**src/rtl/memory_stage_pkg.sv**
```systemverilog
// Shared opcodes, funct3 encodings and FSM states for the memory stage.
// Also holds the alignment rule, so the accept path and the lane logic use the same check.
package memory_stage_pkg;

    localparam logic [6:0] OP_LOAD  = 7'b0000011;
    localparam logic [6:0] OP_STORE = 7'b0100011;

    localparam logic [2:0] FUNC3_LB  = 3'b000;
    localparam logic [2:0] FUNC3_LH  = 3'b001;
    localparam logic [2:0] FUNC3_LW  = 3'b010;
    localparam logic [2:0] FUNC3_LBU = 3'b100;
    localparam logic [2:0] FUNC3_LHU = 3'b101;
    localparam logic [2:0] FUNC3_SB  = 3'b000;
    localparam logic [2:0] FUNC3_SH  = 3'b001;
    localparam logic [2:0] FUNC3_SW  = 3'b010;

    typedef enum logic [1:0] {
        MS_IDLE = 2'b00,
        MS_REQ  = 2'b01,
        MS_WAIT = 2'b10,
        MS_DONE = 2'b11
    } ms_state_t;

    // The width code 11 has no legal access size, so it is always flagged.
    function automatic logic is_misaligned(input logic [2:0] funct3, input logic [1:0] addr_lo);
        logic bad;
        case (funct3[1:0])
            2'b00:   bad = 1'b0;
            2'b01:   bad = addr_lo[0];
            2'b10:   bad = (addr_lo != 2'b00);
            default: bad = 1'b1;
        endcase
        return bad;
    endfunction

endpackage

```
**src/rtl/memory_stage_mem_align.sv**
```systemverilog
// Combinational byte-lane logic: store strobes/replicated data, load
// extraction with sign/zero extension, and misalignment detection.
module mem_align
    import memory_stage_pkg::*;
#(
    parameter int XLEN = 32
) (
    input  logic [2:0]      funct3,
    input  logic [1:0]      addr_lo,
    input  logic [XLEN-1:0] store_data,
    input  logic [XLEN-1:0] rdata,
    output logic [3:0]      wstrb,
    output logic [XLEN-1:0] wdata,
    output logic [XLEN-1:0] load_data,
    output logic            misalign
);

    logic [XLEN-1:0] shifted;

    assign misalign = is_misaligned(funct3, addr_lo);
    assign shifted  = rdata >> {addr_lo, 3'b000};

    always_comb begin
        wstrb = 4'b1111;
        wdata = store_data;
        case (funct3[1:0])
            2'b00: begin
                wstrb = 4'b0001 << addr_lo;
                wdata = {(XLEN/8){store_data[7:0]}};
            end
            2'b01: begin
                wstrb = 4'b0011 << addr_lo;
                wdata = {(XLEN/16){store_data[15:0]}};
            end
            default: begin
                wstrb = 4'b1111;
                wdata = store_data;
            end
        endcase
    end

    always_comb begin
        load_data = rdata;
        case (funct3)
            FUNC3_LB:  load_data = {{(XLEN-8){shifted[7]}}, shifted[7:0]};
            FUNC3_LH:  load_data = {{(XLEN-16){shifted[15]}}, shifted[15:0]};
            FUNC3_LBU: load_data = {{(XLEN-8){1'b0}}, shifted[7:0]};
            FUNC3_LHU: load_data = {{(XLEN-16){1'b0}}, shifted[15:0]};
            default:   load_data = rdata;
        endcase
    end

endmodule

```
**src/rtl/memory_stage.sv**
```systemverilog
// Memory pipeline stage: latches the execute payload, runs one outstanding
// data-memory request per load/store, and hands aligned results to write-back.
module memory_stage
    import memory_stage_pkg::*;
#(
    parameter int XLEN = 32
) (
    input  logic            clk,
    input  logic            rst,
    input  logic            e_to_m_valid,
    output logic            m_allow_in,
    input  logic            w_allow_in,
    output logic            m_to_w_valid,
    output logic            m_valid,
    input  logic [XLEN-1:0] E_pc,
    input  logic [6:0]      E_opcode,
    input  logic [2:0]      E_funct3,
    input  logic [XLEN-1:0] E_valE,
    input  logic [XLEN-1:0] E_val2,
    input  logic [4:0]      E_rd,
    input  logic            E_commit,
    output logic [XLEN-1:0] M_pc,
    output logic [XLEN-1:0] M_valE,
    output logic [6:0]      M_opcode,
    output logic [4:0]      M_rd,
    output logic            M_commit,
    output logic [XLEN-1:0] m_valM,
    output logic            m_misalign,
    output logic            dmem_req_valid,
    input  logic            dmem_req_ready,
    output logic            dmem_req_we,
    output logic [XLEN-1:0] dmem_req_addr,
    output logic [XLEN-1:0] dmem_req_wdata,
    output logic [3:0]      dmem_req_wstrb,
    input  logic            dmem_resp_valid,
    input  logic [XLEN-1:0] dmem_resp_rdata
);

    ms_state_t       state;
    ms_state_t       state_next;
    logic [2:0]      M_funct3;
    logic [XLEN-1:0] M_val2;
    logic            m_ready_go;
    logic            accept;
    logic            e_mem_go;
    logic            m_is_store;
    logic            m_is_mem;
    logic [3:0]      align_wstrb;
    logic [XLEN-1:0] align_wdata;
    logic [XLEN-1:0] align_load;
    logic            align_misalign;

    assign m_allow_in   = ~m_valid | (m_ready_go & w_allow_in);
    assign m_to_w_valid = m_valid & m_ready_go;
    assign accept       = m_allow_in & e_to_m_valid;
    assign e_mem_go     = ((E_opcode == OP_LOAD) | (E_opcode == OP_STORE))
                        & ~is_misaligned(E_funct3, E_valE[1:0]);

    assign m_is_store = (M_opcode == OP_STORE);
    assign m_is_mem   = (M_opcode == OP_LOAD) | m_is_store;

    // Request fields come from latched state, so they cannot move while REQ waits for ready.
    mem_align #(.XLEN(XLEN)) u_align (
        .funct3     (M_funct3),
        .addr_lo    (M_valE[1:0]),
        .store_data (M_val2),
        .rdata      (dmem_resp_rdata),
        .wstrb      (align_wstrb),
        .wdata      (align_wdata),
        .load_data  (align_load),
        .misalign   (align_misalign)
    );

    assign dmem_req_we    = dmem_req_valid & m_is_store;
    assign dmem_req_wstrb = dmem_req_we ? align_wstrb : 4'b0000;
    assign dmem_req_addr  = {M_valE[XLEN-1:2], 2'b00};
    assign dmem_req_wdata = align_wdata;
    assign m_misalign     = m_valid & m_is_mem & align_misalign;

    always_ff @(posedge clk or posedge rst) begin
        if (rst) begin
            state <= MS_IDLE;
        end else begin
            state <= state_next;
        end
    end

    always_comb begin
        state_next = state;
        case (state)
            MS_IDLE: if (accept && e_mem_go) state_next = MS_REQ;
            MS_REQ:  if (dmem_req_ready) state_next = m_is_store ? MS_DONE : MS_WAIT;
            MS_WAIT: if (dmem_resp_valid) state_next = MS_DONE;
            MS_DONE: begin
                if (m_to_w_valid && w_allow_in) begin
                    state_next = (accept && e_mem_go) ? MS_REQ : MS_IDLE;
                end
            end
            default: state_next = MS_IDLE;
        endcase
    end

    always_comb begin
        m_ready_go     = 1'b0;
        dmem_req_valid = 1'b0;
        case (state)
            MS_IDLE: m_ready_go = m_valid;
            MS_REQ:  dmem_req_valid = 1'b1;
            MS_DONE: m_ready_go = 1'b1;
            default: m_ready_go = 1'b0;
        endcase
    end

    always_ff @(posedge clk or posedge rst) begin
        if (rst) begin
            m_valid  <= 1'b0;
            M_pc     <= '0;
            M_opcode <= '0;
            M_funct3 <= '0;
            M_valE   <= '0;
            M_val2   <= '0;
            M_rd     <= '0;
            M_commit <= 1'b0;
        end else if (m_allow_in) begin
            m_valid <= e_to_m_valid;
            if (e_to_m_valid) begin
                M_pc     <= E_pc;
                M_opcode <= E_opcode;
                M_funct3 <= E_funct3;
                M_valE   <= E_valE;
                M_val2   <= E_val2;
                M_rd     <= E_rd;
                M_commit <= E_commit;
            end
        end
    end

    // Every new instruction starts with zero load data; only a WAIT response fills it.
    always_ff @(posedge clk or posedge rst) begin
        if (rst) begin
            m_valM <= '0;
        end else if (accept) begin
            m_valM <= '0;
        end else if (state == MS_WAIT && dmem_resp_valid) begin
            m_valM <= align_load;
        end
    end

endmodule

```
**config.mk**
```make
export PLATFORM = sky130hd
export DESIGN_NAME = memory_stage
export DESIGN_NICKNAME = d
export VERILOG_FILES = /design/src/rtl/memory_stage_pkg.sv /design/src/rtl/memory_stage_mem_align.sv /design/src/rtl/memory_stage.sv
export SDC_FILE = /design/constraint.sdc
export NUM_CORES = 1
export LEC_CHECK = 0
export CAP_MARGIN = 20
export CORE_MARGIN = 2
export CORE_UTILIZATION = 41
export CTS_CLUSTER_DIAMETER = 120
export CTS_CLUSTER_SIZE = 40
export DETAILED_ROUTE_END_ITERATION = 8
export PLACE_DENSITY_LB_ADDON = 0.12
export SETUP_SLACK_MARGIN = 0.5
export SLEW_MARGIN = 15
export SYNTH_ARGS = -nofsm -noshare
export SYNTH_HDL_FRONTEND = slang
export SYNTH_SLANG_ARGS = --single-unit
```
**constraint.sdc**
```tcl
create_clock -name clk -period 6.6 [get_ports clk]
set_input_delay 1.32 -clock clk [delete_from_list [all_inputs] [get_ports clk]]
set_output_delay 1.32 -clock clk [all_outputs]
set_load 0.03 [all_outputs]
```
# Word-level counts from Yosys, hierarchy flattened

Index checks and enable logic that the tools add are counted.

Flip-flop bits (word level): 147
Logic and storage cells: 72
Bits in read-only memories: 0
Memories kept: 0
Bits of input ports: 150
Latch bits: 0
Output and inout port bits: 183
RAM bits: 0

Order comparisons: 0
Div/mod/pow operators: 0
$add $sub $neg: 0
Multipliers: 0
Shift-type cells: 3
Bitwise gates (word level): 12
Eq/ne operators: 18
Reduce and logical (&&, ||, !) cells: 12
Mux-type cells: 17

Operators by type and width:

| operator                                             | number |
|---|---|
| case mux 32 bit (4 select lines)                     | 1 |
| 2-to-1 mux 32 bit                                    | 2 |
| case mux 32 bit (2 select lines)                     | 1 |
| right shift 32 x 5 -> 16 bit                         | 1 |
| equality test 7 x 2 -> 1 bit (second input constant) | 2 |
| equality test 7 x 6 -> 1 bit (second input constant) | 2 |
| equality test 2 bit (second input constant)          | 4 |
| 2-to-1 mux 2 bit                                     | 4 |
| != test 2 bit (second input constant)                | 4 |
| case mux 2 bit (4 select lines)                      | 1 |
| case mux 4 bit (2 select lines)                      | 1 |
| bitwise AND 1 bit                                    | 7 |
| equality test 2 x 1 -> 1 bit (second input constant) | 3 |
| equality test 3 bit (second input constant)          | 2 |
| logical NOT 2 bit                                    | 3 |
| case mux 1 bit (3 select lines)                      | 2 |
| nonzero test 2 bit                                   | 3 |
| 2-to-1 mux 4 bit                                     | 1 |
| AND reduction 4 bit                                  | 1 |
| left shift 1 x 2 -> 4 bit (first input constant)     | 1 |
| left shift 2 x 2 -> 4 bit (first input constant)     | 1 |
| equality test 3 x 1 -> 1 bit (second input constant) | 1 |
| logical AND 1 bit                                    | 3 |
| logical NOT 3 bit                                    | 1 |
| 5 further kinds                                      | 10 |

# Logic depth before layout (Yosys ltp)

Depth in word-level cells: 9
Depth in mapped cells: 10

# Modules after synthesis

From an unflattened synthesis, not the netlist that was laid out.

Cells, all modules: 635
Area total of the unflattened synthesis: 7497.2 um^2

Modules (own cells, without submodules):

| module       | cells an instance | seq. area each (um^2) | area an instance (um^2) | instances |
|---|---|---|---|---|
| memory_stage | 452               | 3678.5                | 6160.9                  | 1 |
| mem_align    | 183               | 0.0                   | 1336.3                  | 1 |

# Worst setup path before layout

Ideal clock, no wire load.

Path type: input to output
Start: in w_allow_in
End: out m_allow_in
Stages on the path: 2
Slack: 3.363 ns
Buffers on the path: 0
Arrival: 1.917 ns
Cell sequence: nand2b_1 > o21ai_1

Word-level cells in the longest chain between the ends: 2

Ends and longest elaborated chain:

| element            | line               | text |
|---|---|---|
| start: declaration | memory_stage.sv:12 | `input logic w_allow_in,` |
| bitwise AND 1 bit  | memory_stage.sv:53 | `assign m_allow_in = ~m_valid \| (m_ready_go & w_allow_in);` |
| OR 1 bit           | memory_stage.sv:53 |  |
| end: declaration   | memory_stage.sv:11 | `output logic m_allow_in,` |

No other way between the ends.

# Worst setup path after layout

Start: reg M_funct3[1]
End: out dmem_req_wdata[12]

Word-level cells in the longest chain between the ends: 2
Elaborated cells on any way between the ends: 3

Ends and longest elaborated chain:

| element                                                                  | line                         | text |
|---|---|---|
| start: declaration                                                       | memory_stage.sv:41           | `logic [2:0] M_funct3;` |
| start signal: assignment                                                 | memory_stage.sv:129          | `M_funct3 <= E_funct3;` |
| equality test 2 x 1 -> 1 bit / logical NOT 2 bit (equally long branches) | memory_stage_mem_align.sv:26 | `case (funct3[1:0])` |
| case mux 32 bit (2 select lines) *                                       | memory_stage_mem_align.sv:26 |  |
| end: declaration                                                         | memory_stage.sv:33           | `output logic [XLEN-1:0] dmem_req_wdata,` |

Every way passes the cells marked *; elsewhere a longest branch is shown, timed or not.

==> impl_metrics.toml <==
[route]
vias = 6284
via_per_inst = 4.90
wl_per_cell_um = 16.9
firstDrtPassIters = 6
antenna_left = 0
drc = 0
drt_iter0_drc = 326
wirelength_mm = 21.7

[worst_hold_path]
whs_path_depth = 2
hold_path.class = "reg -> reg"

[global_route]
grt.total_usage = 0.243
overflow = 0
grt_pass1_wl_mm = 34.0
grt_max_degree = 94
grt_pass1_vias = 6312
antenna_found_initial = 1

[sta]
setup_viol = 0
period_minus_slack_ps = 4310
max_slew_margin = 0.350
fin_tns_setup_ps = 0
max_freq_mhz = 232
rsz0062_at_grt = "false"
hold_viol_final = 0
final_max_slew_viol_count = 0
skew_ps = 6.46
period_share = 0.653
worst_pin_slew_ps = 969

[cts]
clk_pin_slew_ps = 60
numCtsBuffers = 17
cts_setup_buffers = 0
root_buffer = "clkbuf_16"
htreeDepth = 4
insertion_delay_ps = 420
ctsHoldBuffers = 0
clock-sinks = 147
cts_buffer_depth = 2
cts_tree = "done"
ctsResizeCount = 0

[synth]
yosysSeqAreaShare = 0.532
netlist_instances = 784
synth_edf_count = 0
yosysTopAreaCellShare = 0.532
synthFlopType = "dfrtp_1"
synthDistinctLibCells = 38
synth.cell_area_um2 = 6920
yosysTopAreaCell = "dfrtp_1"
synth_common_cells = "359 x nand2_1, 147 x dfrtp_1, 40 x buf_4, 33 x clkbuf_1, 23 x o21ai_0"
synth.area.top_cells = "dfrtp_1 53%, nand2_1 19%, buf_4 4.3%"
yosys_warnings = 0
syn_area_per_cell_um2 = 8.82
synth_most_common_cell = "nand2_1"
async_flop_share = 1.00
synth.ff_latch_count = 147

[job]
max_cap_violations = 0

[floorplan]
io_pins = 333
start_util = 0.419
die_x_um = 134
die_area_um2 = 17900
rows = 47
core_area_um2 = 16500
die_y_um = 134

[setup_path]
r2r_slack_ps = 3560
reg2reg_from = "state[0]"
reg2regPathDepth = 8
cp_slowest_cell = "nor2_1"
path_cells = "nor2_1, mux2_2, clkdlybuf4s50_1"
required_ps = 5280
critPathArrivalTime_ps = 2990
crit_path_end_kind = "output pin"
critical_path.max_stage_delay_ps = 800
r2r_end = "M_val2[6]"
startpoint = "M_funct3[1]"
cp_max_fo = 46
critPathKind = "reg -> out"
cp-start-kind = "flop"
endpoint = "dmem_req_wdata[12]"

[finish]
n_antenna_cell = 0
drive_above_1_share = 0.0555
fin_nets = 1205
final.fill_count = 1427
instances_no_fill = 1283
syn_to_final_growth_pct = 52.7

[power]
powerDensity_nw_per_um2 = 588
vdd_drop_max_v = 0.000311
power.leakage_nw = 4.87
p_total_mw = 6.21

[outcome]
status = "completed"

[placement]
hpwl_mm = 15.1
port_buffers = 330
dp.cells = 1250
gp_congestion = 0.814
## state kept, by name, indices dropped and copies added, names as in the netlist
signal,count
m_valM,32
M_val2,32
M_commit,1
M_rd,5
state,2
M_opcode,7
M_funct3,3
M_valE,32
m_valid,1
M_pc,32
## through the flow
step	util	hold WS [ps]	area [µm²]	worst slack (ps)
4_1_cts	0.639	471	10600	2280
5_1_grt	0.639	492	10600	2110
3_3_place_gp	0.606	454	10000	2330
3_5_place_dp	0.606	457	10000	2290
2_1_floorplan	-	440	6920	1330
6_report	0.639	468	10600	2290
## kinds of logic (layout without fill, tap and decap cells)
group           count (synthesis)  count (layout)  share of synthesized area
simple gates                  402             402                      0.227
flops                         147             147                      0.532
buf+inv                       105             383                     0.0852
compound gates                 89              89                     0.0904
mux                            35              35                     0.0557
fa+ha+maj                       5               5                    0.00904
other cells                     1               2                   0.000542
## placed cells by master, fill, tap and decap left out, types with 2 or more instances in the layout
cell type          n
a211oi_1          11
a21oi_1           16
a221o_1           16
a22oi_1            7
buf_4              5
clkbuf_1           2
clkbuf_16         17
clkbuf_8           2
clkdlybuf4s50_1  330
clkinv_2           2
clkinvlp_4         7
conb_1             2
dfrtp_1          146
ha_1               5
inv_1             14
inv_6              3
mux2_2            18
mux2i_1           16
nand2_1          358
nand2b_1           2
nand3_1            9
nor2_1            16
nor2b_1            2
nor3_1             3
nor3b_1            2
nor4_1             3
o211ai_1           2
o21ai_0           23
o221ai_1           8
## where the power goes
part / leakage (nW) / switching, mW / internal, mW
registers: 1.83 / 0.373 / 1.34
clock network: 0.244 / 0.392 / 0.501
logic: 2.79 / 2.14 / 1.46
total: 4.87 / 2.90 / 3.31
## area by class of cell
| class | count | area, µm² | area share |
|---|---|---|---|
| clock buffers | 21 | 460 | 0.0436 |
| clock inverters | 11 | 80.1 | 0.00758 |
| inverters | 16 | 65.1 | 0.00616 |
| multi-input cells | 533 | 2660 | 0.252 |
| flip-flops and latches | 147 | 3680 | 0.348 |
| well taps | 220 | 275 | 0.0261 |
| repair buffers | 335 | 3340 | 0.316 |
## layer usage
metal  GRT usage  part of all wire  vias to the layer above
met5           0           0.00060                        -
met4      0.0922             0.026                        2
met3      0.0862             0.088                       40
met2       0.399              0.48                      260
met1       0.295              0.40                     2943
li1            -                 -                     3039
## worst max-delay path: cells and delay by family, from the launching register on
family / cells / cell delay [ps]
muxes: 1 / 420
and+or+nand+nor: 1 / 800
buffers and inverters: 1 / 620
DFF: 1 / 710
## worst min path at each step
stage | to | from | slack (ps)
finish | M_val2[19] | M_val2[19] | 470
floorplan | M_val2[16] | M_val2[16] | 440
global route | M_val2[21] | M_val2[21] | 490
CTS | M_val2[16] | M_val2[16] | 470
global placement | M_val2[19] | M_val2[19] | 450
detailed placement | M_val2[16] | M_val2[16] | 460
Note: power is estimated with default switching activity, not from simulation.
